`config.mk`:
```
export PLATFORM = sky130hd
export DESIGN_NAME = decode_hazard_ctrl_flat
export DESIGN_NICKNAME = d
export VERILOG_FILES = /design/src/rtl/decode_hazard_ctrl_if.sv /design/src/rtl/decode_hazard_ctrl.sv /design/src/flat_wrapper.sv
export SDC_FILE = /design/constraint.sdc
export NUM_CORES = 1
export LEC_CHECK = 0
export BUFFER_PORTS_ARGS = -buffer_cell sky130_fd_sc_hd__buf_2
export CAP_MARGIN = 40
export CORE_UTILIZATION = 35
export CTS_CLUSTER_DIAMETER = 150
export DETAILED_ROUTE_END_ITERATION = 12
export SYNTH_ARGS = -nofsm -noshare
export SYNTH_HDL_FRONTEND = slang
export SYNTH_SLANG_ARGS = --single-unit
export TNS_END_PERCENT = 10
```
`constraint.sdc`:
```
create_clock -name clk -period 5.3 [get_ports clk]
set_clock_uncertainty 0.05 [all_clocks]
set_input_delay 0.265 -clock clk [delete_from_list [all_inputs] [get_ports clk]]
set_output_delay 0.265 -clock clk [all_outputs]
set_load 0.02 [all_outputs]
```
`src/rtl/decode_hazard_ctrl_if.sv`:
```
// Decode-stage hazard control bundle: decoder-side selects and strobes in,
// stall/issue/bubble/dump status back out.
interface decode_hazard_ctrl_if;
    logic        id_valid;
    logic        id_flush;
    logic [2:0]  rs_sel;
    logic        rs_used;
    logic [2:0]  rt_sel;
    logic        rt_used;
    logic [2:0]  wr_sel;
    logic        wr_en;
    logic        id_halt;
    logic        stall;
    logic        issue;
    logic        bubble;
    logic        create_dump;
    logic        halted;
    logic [15:0] stall_cycles;

    // Decoder side: presents the instruction, observes the control response
    modport master (
        output id_valid, id_flush, rs_sel, rs_used, rt_sel, rt_used,
               wr_sel, wr_en, id_halt,
        input  stall, issue, bubble, create_dump, halted, stall_cycles
    );

    // Controller side
    modport slave (
        input  id_valid, id_flush, rs_sel, rs_used, rt_sel, rt_used,
               wr_sel, wr_en, id_halt,
        output stall, issue, bubble, create_dump, halted, stall_cycles
    );
endinterface

```
`src/rtl/decode_hazard_ctrl.sv`:
```
// Scoreboard issue controller for the decode stage. One 2-bit countdown per
// architectural register marks a write still in flight; decode stalls while
// a source it reads is busy. HALT is held in ID until every counter drains,
// then a single dump pulse is raised and the core parks in DONE.
module decode_hazard_ctrl #(
    parameter int WB_LAT    = 3,
    parameter int RF_BYPASS = 1
) (
    input  logic                 clk,
    input  logic                 rst,
    decode_hazard_ctrl_if.slave  bus
);
    typedef enum logic [1:0] {
        ST_RUN   = 2'd0,
        ST_DRAIN = 2'd1,
        ST_DONE  = 2'd2
    } state_t;

    localparam logic [1:0] LOAD_VAL   = 2'(WB_LAT);
    localparam logic [1:0] BYPASS_LIM = 2'(RF_BYPASS);

    state_t      state_r;
    logic [1:0]  cnt_r [8];
    logic [15:0] stall_cycles_r;

    logic [7:0]  nz_s;
    logic        haz_s;
    logic        all_zero_s;
    logic        stall_s;
    logic        issue_s;
    logic        bubble_s;
    logic        dump_s;
    logic        halted_s;
    logic        halt_go_s;
    logic        load_s;

    // A counter at or below the bypass limit is written before it is read
    function automatic logic busy_f(input logic [1:0] c);
        return (c > BYPASS_LIM);
    endfunction

    // Hazard and drain-complete detection, always on the current counters
    always_comb begin
        nz_s = 8'd0;
        for (int i = 0; i < 8; i++) begin
            nz_s[i] = |cnt_r[i];
        end
        all_zero_s = ~|nz_s;
        haz_s      = (bus.rs_used & busy_f(cnt_r[bus.rs_sel]))
                   | (bus.rt_used & busy_f(cnt_r[bus.rt_sel]));
        halt_go_s  = bus.id_valid & bus.id_halt & ~bus.id_flush;
    end

    // Per-state stall/issue/bubble/dump decode
    always_comb begin
        stall_s  = 1'b0;
        issue_s  = 1'b0;
        bubble_s = 1'b1;
        dump_s   = 1'b0;
        halted_s = 1'b0;
        case (state_r)
            ST_RUN: begin
                stall_s  = bus.id_valid & ~bus.id_flush & (haz_s | bus.id_halt);
                issue_s  = bus.id_valid & ~bus.id_flush & ~stall_s;
                bubble_s = ~issue_s;
            end
            ST_DRAIN: begin
                // A flushed HALT was on a wrong path: release the front end now
                stall_s = ~bus.id_flush;
                dump_s  = ~bus.id_flush & all_zero_s;
            end
            ST_DONE: begin
                stall_s  = 1'b1;
                halted_s = 1'b1;
            end
            default: begin
                stall_s  = 1'b0;
                issue_s  = 1'b0;
                bubble_s = 1'b1;
            end
        endcase
        load_s = issue_s & bus.wr_en;
    end

    // HALT sequencing: RUN -> DRAIN -> DONE, flush aborts the drain
    always_ff @(posedge clk or negedge rst) begin
        if (!rst) begin
            state_r <= ST_RUN;
        end else begin
            case (state_r)
                ST_RUN: begin
                    if (halt_go_s) state_r <= ST_DRAIN;
                    else           state_r <= ST_RUN;
                end
                ST_DRAIN: begin
                    if (bus.id_flush)    state_r <= ST_RUN;
                    else if (all_zero_s) state_r <= ST_DONE;
                    else                 state_r <= ST_DRAIN;
                end
                ST_DONE: state_r <= ST_DONE;
                default: state_r <= ST_RUN;
            endcase
        end
    end

    // Scoreboard: youngest issuing writer reloads, everything else counts down
    always_ff @(posedge clk or negedge rst) begin
        if (!rst) begin
            for (int i = 0; i < 8; i++) begin
                cnt_r[i] <= 2'd0;
            end
        end else begin
            for (int i = 0; i < 8; i++) begin
                if (load_s && (bus.wr_sel == 3'(i))) begin
                    cnt_r[i] <= LOAD_VAL;
                end else if (cnt_r[i] != 2'd0) begin
                    cnt_r[i] <= cnt_r[i] - 2'd1;
                end else begin
                    cnt_r[i] <= cnt_r[i];
                end
            end
        end
    end

    // Saturating stall-cycle counter
    always_ff @(posedge clk or negedge rst) begin
        if (!rst) begin
            stall_cycles_r <= 16'd0;
        end else if (stall_s && (stall_cycles_r != 16'hFFFF)) begin
            stall_cycles_r <= stall_cycles_r + 16'd1;
        end else begin
            stall_cycles_r <= stall_cycles_r;
        end
    end

    // Outputs are forced quiet while reset is held, independent of the inputs
    assign bus.stall        = rst & stall_s;
    assign bus.issue        = rst & issue_s;
    assign bus.bubble       = rst & bubble_s;
    assign bus.create_dump  = rst & dump_s;
    assign bus.halted       = rst & halted_s;
    assign bus.stall_cycles = stall_cycles_r;
endmodule
```
`src/flat_wrapper.sv`:
```
// flat-port wrapper written by rule: the top's interface ports become plain ports
module decode_hazard_ctrl_flat 
#(
    parameter int WB_LAT    = 3,
    parameter int RF_BYPASS = 1
)
  (clk, rst, bus_id_valid, bus_id_flush, bus_rs_sel, bus_rs_used, bus_rt_sel, bus_rt_used, bus_wr_sel, bus_wr_en, bus_id_halt, bus_stall, bus_issue, bus_bubble, bus_create_dump, bus_halted, bus_stall_cycles);
  decode_hazard_ctrl_if bus_i ();
  input  logic clk;
  input  logic rst;
  input wire logic [$bits(bus_i.id_valid)-1:0] bus_id_valid;
  input wire logic [$bits(bus_i.id_flush)-1:0] bus_id_flush;
  input wire logic [$bits(bus_i.rs_sel)-1:0] bus_rs_sel;
  input wire logic [$bits(bus_i.rs_used)-1:0] bus_rs_used;
  input wire logic [$bits(bus_i.rt_sel)-1:0] bus_rt_sel;
  input wire logic [$bits(bus_i.rt_used)-1:0] bus_rt_used;
  input wire logic [$bits(bus_i.wr_sel)-1:0] bus_wr_sel;
  input wire logic [$bits(bus_i.wr_en)-1:0] bus_wr_en;
  input wire logic [$bits(bus_i.id_halt)-1:0] bus_id_halt;
  output wire logic [$bits(bus_i.stall)-1:0] bus_stall;
  output wire logic [$bits(bus_i.issue)-1:0] bus_issue;
  output wire logic [$bits(bus_i.bubble)-1:0] bus_bubble;
  output wire logic [$bits(bus_i.create_dump)-1:0] bus_create_dump;
  output wire logic [$bits(bus_i.halted)-1:0] bus_halted;
  output wire logic [$bits(bus_i.stall_cycles)-1:0] bus_stall_cycles;
  assign bus_i.id_valid = bus_id_valid;
  assign bus_i.id_flush = bus_id_flush;
  assign bus_i.rs_sel = bus_rs_sel;
  assign bus_i.rs_used = bus_rs_used;
  assign bus_i.rt_sel = bus_rt_sel;
  assign bus_i.rt_used = bus_rt_used;
  assign bus_i.wr_sel = bus_wr_sel;
  assign bus_i.wr_en = bus_wr_en;
  assign bus_i.id_halt = bus_id_halt;
  assign bus_stall = bus_i.stall;
  assign bus_issue = bus_i.issue;
  assign bus_bubble = bus_i.bubble;
  assign bus_create_dump = bus_i.create_dump;
  assign bus_halted = bus_i.halted;
  assign bus_stall_cycles = bus_i.stall_cycles;
  decode_hazard_ctrl #(.WB_LAT(WB_LAT), .RF_BYPASS(RF_BYPASS)) u_core (.clk(clk), .rst(rst), .bus(bus_i));
endmodule
```
# Word level (Yosys, flattened, before mapping)
# Cells that the tools add are included.
# totals
reg_bits	34
inputBits	17
elab_cells	114
# classes
n_addsub	9
order_cmp	4
eq_ne	10
n_mux	31
n_bitwise	21
n_reduce_logical	29
# op_table
operator	n
two-way mux 2 bit	22
nonzero test 2 bit	16
adder 16 x 1 -> 16 bit (second input constant)	1
inequality test 16 bit (second input constant)	1
OR reduction 16 bit	1
subtractor 2 x 1 -> 2 bit (second input constant)	8
AND 1 bit	14
binary-select mux 2 bit (select 3 bit)	2
== test 3 bit (second input constant)	4
logical AND 1 bit	9
greater-or-equal comparator 4 bit (second input constant)	2
NOT 3 -> 4 bit	2
== test 3 x 2 -> 1 bit (second input constant)	2
one-hot mux 2 bit (3 select lines)	1
two-way mux 1 bit	5
greater-than comparator 2 x 1 -> 1 bit (second input constant)	2
== test 3 x 1 -> 1 bit (second input constant)	1
logical NOT 3 bit	1
NOT 1 bit	3
one-hot mux 1 bit (3 select lines)	1
== test 2 x 1 -> 1 bit (second input constant)	1
== test 2 bit (second input constant)	1
logical NOT 2 bit	1
OR 1 bit	2
logical NOT 1 bit	1

# Logic depth before layout (Yosys ltp)
# depth
depth_word	15
ltp_mapped	7
mapped_depth_nobuf	7

# Least setup slack after synthesis
# OpenSTA, ideal clock, no wires.
# synth_timing
kind	flip-flop to output port
start	register u_core.cnt_r[3] (netlist bit)
end	output port bus_issue
t_arrival_ns	1.871
required_time_ns	4.985
path_slack_ns	3.114
stages_incl_launch_ff	7
path_buffers	1
path_cell_list	dfrtp_1 mux4_1 a22o_1 nor4b_4 nand2_2 buf_6 nor2_1
# synth_via
elab_chain_len	12
word_cells_on_any_way	17
cone_classes	2 x order compare; 7 x mux; 8 x bitwise
# synth_lines
item	line	source
start, declared	decode_hazard_ctrl.sv:23	logic [1:0] cnt_r [8];
start signal, assigned by index	decode_hazard_ctrl.sv:117	cnt_r[i] <= cnt_r[i] - 2'd1;
start signal, assigned by index	decode_hazard_ctrl.sv:119	cnt_r[i] <= cnt_r[i];
binary-select mux 2 bit (select 3 bit) (on tied branches)	decode_hazard_ctrl.sv:49, decode_hazard_ctrl.sv:50	
two-way mux 2 bit (on tied branches) (2 in a row)	decode_hazard_ctrl.sv:49, decode_hazard_ctrl.sv:50	
greater-than comparator 2 x 1 -> 1 bit	decode_hazard_ctrl.sv:39	return (c > BYPASS_LIM);
AND 1 bit (on tied branches)	decode_hazard_ctrl.sv:49, decode_hazard_ctrl.sv:50	
OR 1 bit (*)	decode_hazard_ctrl.sv:50	| (bus.rt_used & busy_f(cnt_r[bus.rt_sel]));
OR 1 bit (*)	decode_hazard_ctrl.sv:63	stall_s = bus.id_valid & ~bus.id_flush & (haz_s | bus.id_halt);
AND 1 bit (*)	decode_hazard_ctrl.sv:63	
NOT 1 bit (*)	decode_hazard_ctrl.sv:64	issue_s = bus.id_valid & ~bus.id_flush & ~stall_s;
AND 1 bit (*)	decode_hazard_ctrl.sv:64	
two-way mux 1 bit (*)	decode_hazard_ctrl.sv:61	case (state_r)
AND 1 bit (*)	decode_hazard_ctrl.sv:138	assign bus.issue = rst & issue_s;
end, declared	flat_wrapper.sv:21	output wire logic [$bits(bus_i.issue)-1:0] bus_issue;
# Every way passes the cells marked *; elsewhere a longest branch is shown, timed or not. The select of a mux whose other input is x is not followed.

# Worst setup path after layout
# layout_timing
start	register u_core.cnt_r[13] (netlist bit)
end	output port bus_issue
# Same word-level chain as after synthesis.

==> results.json <==
{
  "critPathKind": "reg2out",
  "path_cells": "mux4_1, a22o_1, nor4b_4, nand2_2, nor2_1, buf_2",
  "clock-sinks": 34,
  "max_slew_margin": 0.469,
  "grt_max_degree": 38,
  "start_kind": "register",
  "p_leak_nw": 1.16,
  "ctsResizeCount": 0,
  "drive_above_1_share": 0.258,
  "internal-power_mw": 0.717,
  "r2r_cells": 6,
  "maxSlewViolCount": 0,
  "critPathLaunch": "u_core.cnt_r[13]",
  "synthFlopType": "dfrtp_1",
  "drt_iter0_drc": 70,
  "cts.htree.levels": 2,
  "yosys.area_share.simple": 0.215,
  "maxCapViolCount": 0,
  "hold_viol_final": 0,
  "synthTopCellsByCount": "34 x dfrtp_1, 23 x nand2_1, 17 x inv_1",
  "endpoint": "bus_issue",
  "timing.rr.start": "u_core.cnt_r[13]",
  "syn-num-nets": 217,
  "ant_nets": 0,
  "arrival_ps": 2300,
  "p_per_area_mw_per_mm2": 481,
  "clockBufferDepth": 2,
  "synth.most_common_cell": "dfrtp_1",
  "setup_viol": 0,
  "synth_seq_area_share": 0.429,
  "drt_pass1_iterations": 4,
  "rows": 27,
  "critical_path.top_delay_family": "simple AND/OR/NAND/NOR gates",
  "synthDistinctLibCells": 36,
  "io_pins": 38,
  "r2r_slack_ps": 2900,
  "start_util": 0.362,
  "reg2reg_to": "u_core.cnt_r[7]",
  "synth_cells": 191,
  "grt_overflow": 0,
  "p_switching_mw": 0.414,
  "finalSetupTns_ps": 0,
  "min_period_over_period": 0.493,
  "dp_hpwl_mm": 3.02,
  "netlist_top_cells_area": "dfrtp_1 43%, xor2_1 6.6%, ha_1 5.7%",
  "required_ps": 4990,
  "fmax_mhz": 382,
  "avgViaCountPerCell": 4.80,
  "status": "complete, no violations",
  "synth-compound-area-share": 0.0675,
  "hp-class": "in2async",
  "diodes": 0,
  "timing.final.crit_period_ps": 2610,
  "swShare": 0.366,
  "ctsHoldBuffers": 0,
  "p_comb_frac": 0.411,
  "ys.warnings.count": 0,
  "synth_top_area_share": 0.429,
  "crit_path_top_delay_cell": "mux4_1",
  "cts_tree": "yes",
  "synth-edff-count": 0,
  "synth_top_family_by_area": "simple AND/OR/NAND/NOR gates",
  "routed_wl_mm": 3.99,
  "post-cts-setup-buffer-count": 0,
  "power_mw": 1.13,
  "rsz0062_at_grt": "false",
  "worst_slew_pin_slew_ps": 796,
  "path_buf_inv": 1,
  "cts_buffers": 5,
  "vias": 1465,
  "clkPwrFrac": 0.212,
  "layout.nets": 258,
  "pwr-share-seq": 0.378,
  "cp-end-kind": "output port",
  "clk_pin_slew_ps": 70,
  "drc": 0,
  "synth_mux_area_frac": 0.0927,
  "syn_area_mm2": 0.00198,
  "grt_pass1_wl_mm": 6.93,
  "clkLatencyLatePin_ps": 280,
  "cpPeakStageDelay_ps": 510,
  "antenna_found_initial": 0,
  "synth-seq-cells": 34,
  "place.port_buffers": 37,
  "postSynthAreaPerCell_um2": 10.4,
  "synthXorXnorAreaFrac": 0.0972,
  "dieWidth_um": 77.3,
  "core_area_mm2": 0.00547,
  "grt_usage": 0.149,
  "die_h_um": 77.3,
  "crit_cells": 6,
  "yosys.area_share.adder": 0.0568,
  "yosys.area.top_type": "dfrtp_1",
  "gp_congestion": 0.832,
  "first_global_vias": 1489,
  "async_flop_share": 1.00,
  "cts-root-buf": "clkbuf_8",
  "path_max_fanout": 12,
  "irDropWorstVdd_mv": 0.317,
  "drt-wirelength-per-cell_um": 13.1,
  "area_delta_synth_final_pct": 18.6,
  "die_area_mm2": 0.00597
}
[metal layers]
layer	global-route usage	routed length (um)	up-vias
li1	-	-	745
met1	0.186	1930	675
met2	0.252	1830	39
met4	0.0415	44	0
met5	0	0	-
met3	0.0369	181	6
[per-stage QoR]
stage	setup WS, ps	hold slack [ps]	util	instance area, um2	cells
after floorplan	3110	-80.6	-	1980	191
final	2690	10.9	0.430	2350	305
after global routing	2590	81.5	0.430	2350	305
after global placement	2950	348	0.409	2240	297
after CTS	2690	40.1	0.430	2350	305
after detailed placement	2920	351	0.409	2240	297
[layout by cell type (no fill, tap or decap), types with 6 or more instances in the layout]
cell	Yosys	final
buf_2	1	37
dfrtp_1	34	34
ha_1	9	9
inv_1	17	17
mux2_2	7	7
nand2_1	23	23
nand3_1	6	6
nand4_1	6	6
nor2_1	12	12
o31ai_1	6	6
xnor2_1	7	7
xor2_1	15	15
[power groups by stage]
stage / clock [mW] / combinational, mW / sequential, mW
final: 0.240 / 0.465 / 0.427
after global routing: 0.260 / 0.539 / 0.440
after CTS: 0.247 / 0.471 / 0.428
after detailed placement: 0 / 0.465 / 0.433
after global placement: 0 / 0.459 / 0.431
after floorplan: 0 / 0.346 / 0.440
[worst register-to-register path, delay by kind of cell, from the launching register on]
kind	cells	cell delay (ps)
AOI/OAI and AO/OA	1	280
DFF	1	410
and+or+nand+nor	4	1100
muxes	1	510
[flip-flops by register name, indices dropped and copies added, names as in the netlist]
register / flops
u_core.cnt_r: 16
u_core.bus.stall_cycles: 16
u_core.state_r: 2
[worst min path at each step]
stage / cells after the start / endpoint / from
global route: 1 / u_core.bus.stall_cycles[5] / rst
CTS: 1 / u_core.bus.stall_cycles[7] / rst
global placement: 1 / u_core.bus.stall_cycles[5] / rst
finish: 1 / u_core.bus.stall_cycles[5] / rst
floorplan: 0 / u_core.bus.stall_cycles[0] / rst
detailed placement: 1 / u_core.bus.stall_cycles[7] / rst
[cell type report]
cell class | count | area [um2]
sequential | 34 | 851
inverter | 17 | 63.8
timing repair buffer | 37 | 185
fill | 561 | 3120
clock buffer | 5 | 68.8
clock inverter | 3 | 45.0
tap | 72 | 90.1
multi-input combinational | 137 | 1050
[logic make-up after synthesis]
kind of cell	count (synthesis)
and+or+nand+nor	77
muxes	11
xor gates and xnor gates	22
adders and majority gates	9
buffers and inverters	20
DFF	34
AOI/OAI and AO/OA	18
No activity file was read; power rests on OpenSTA's default activity.
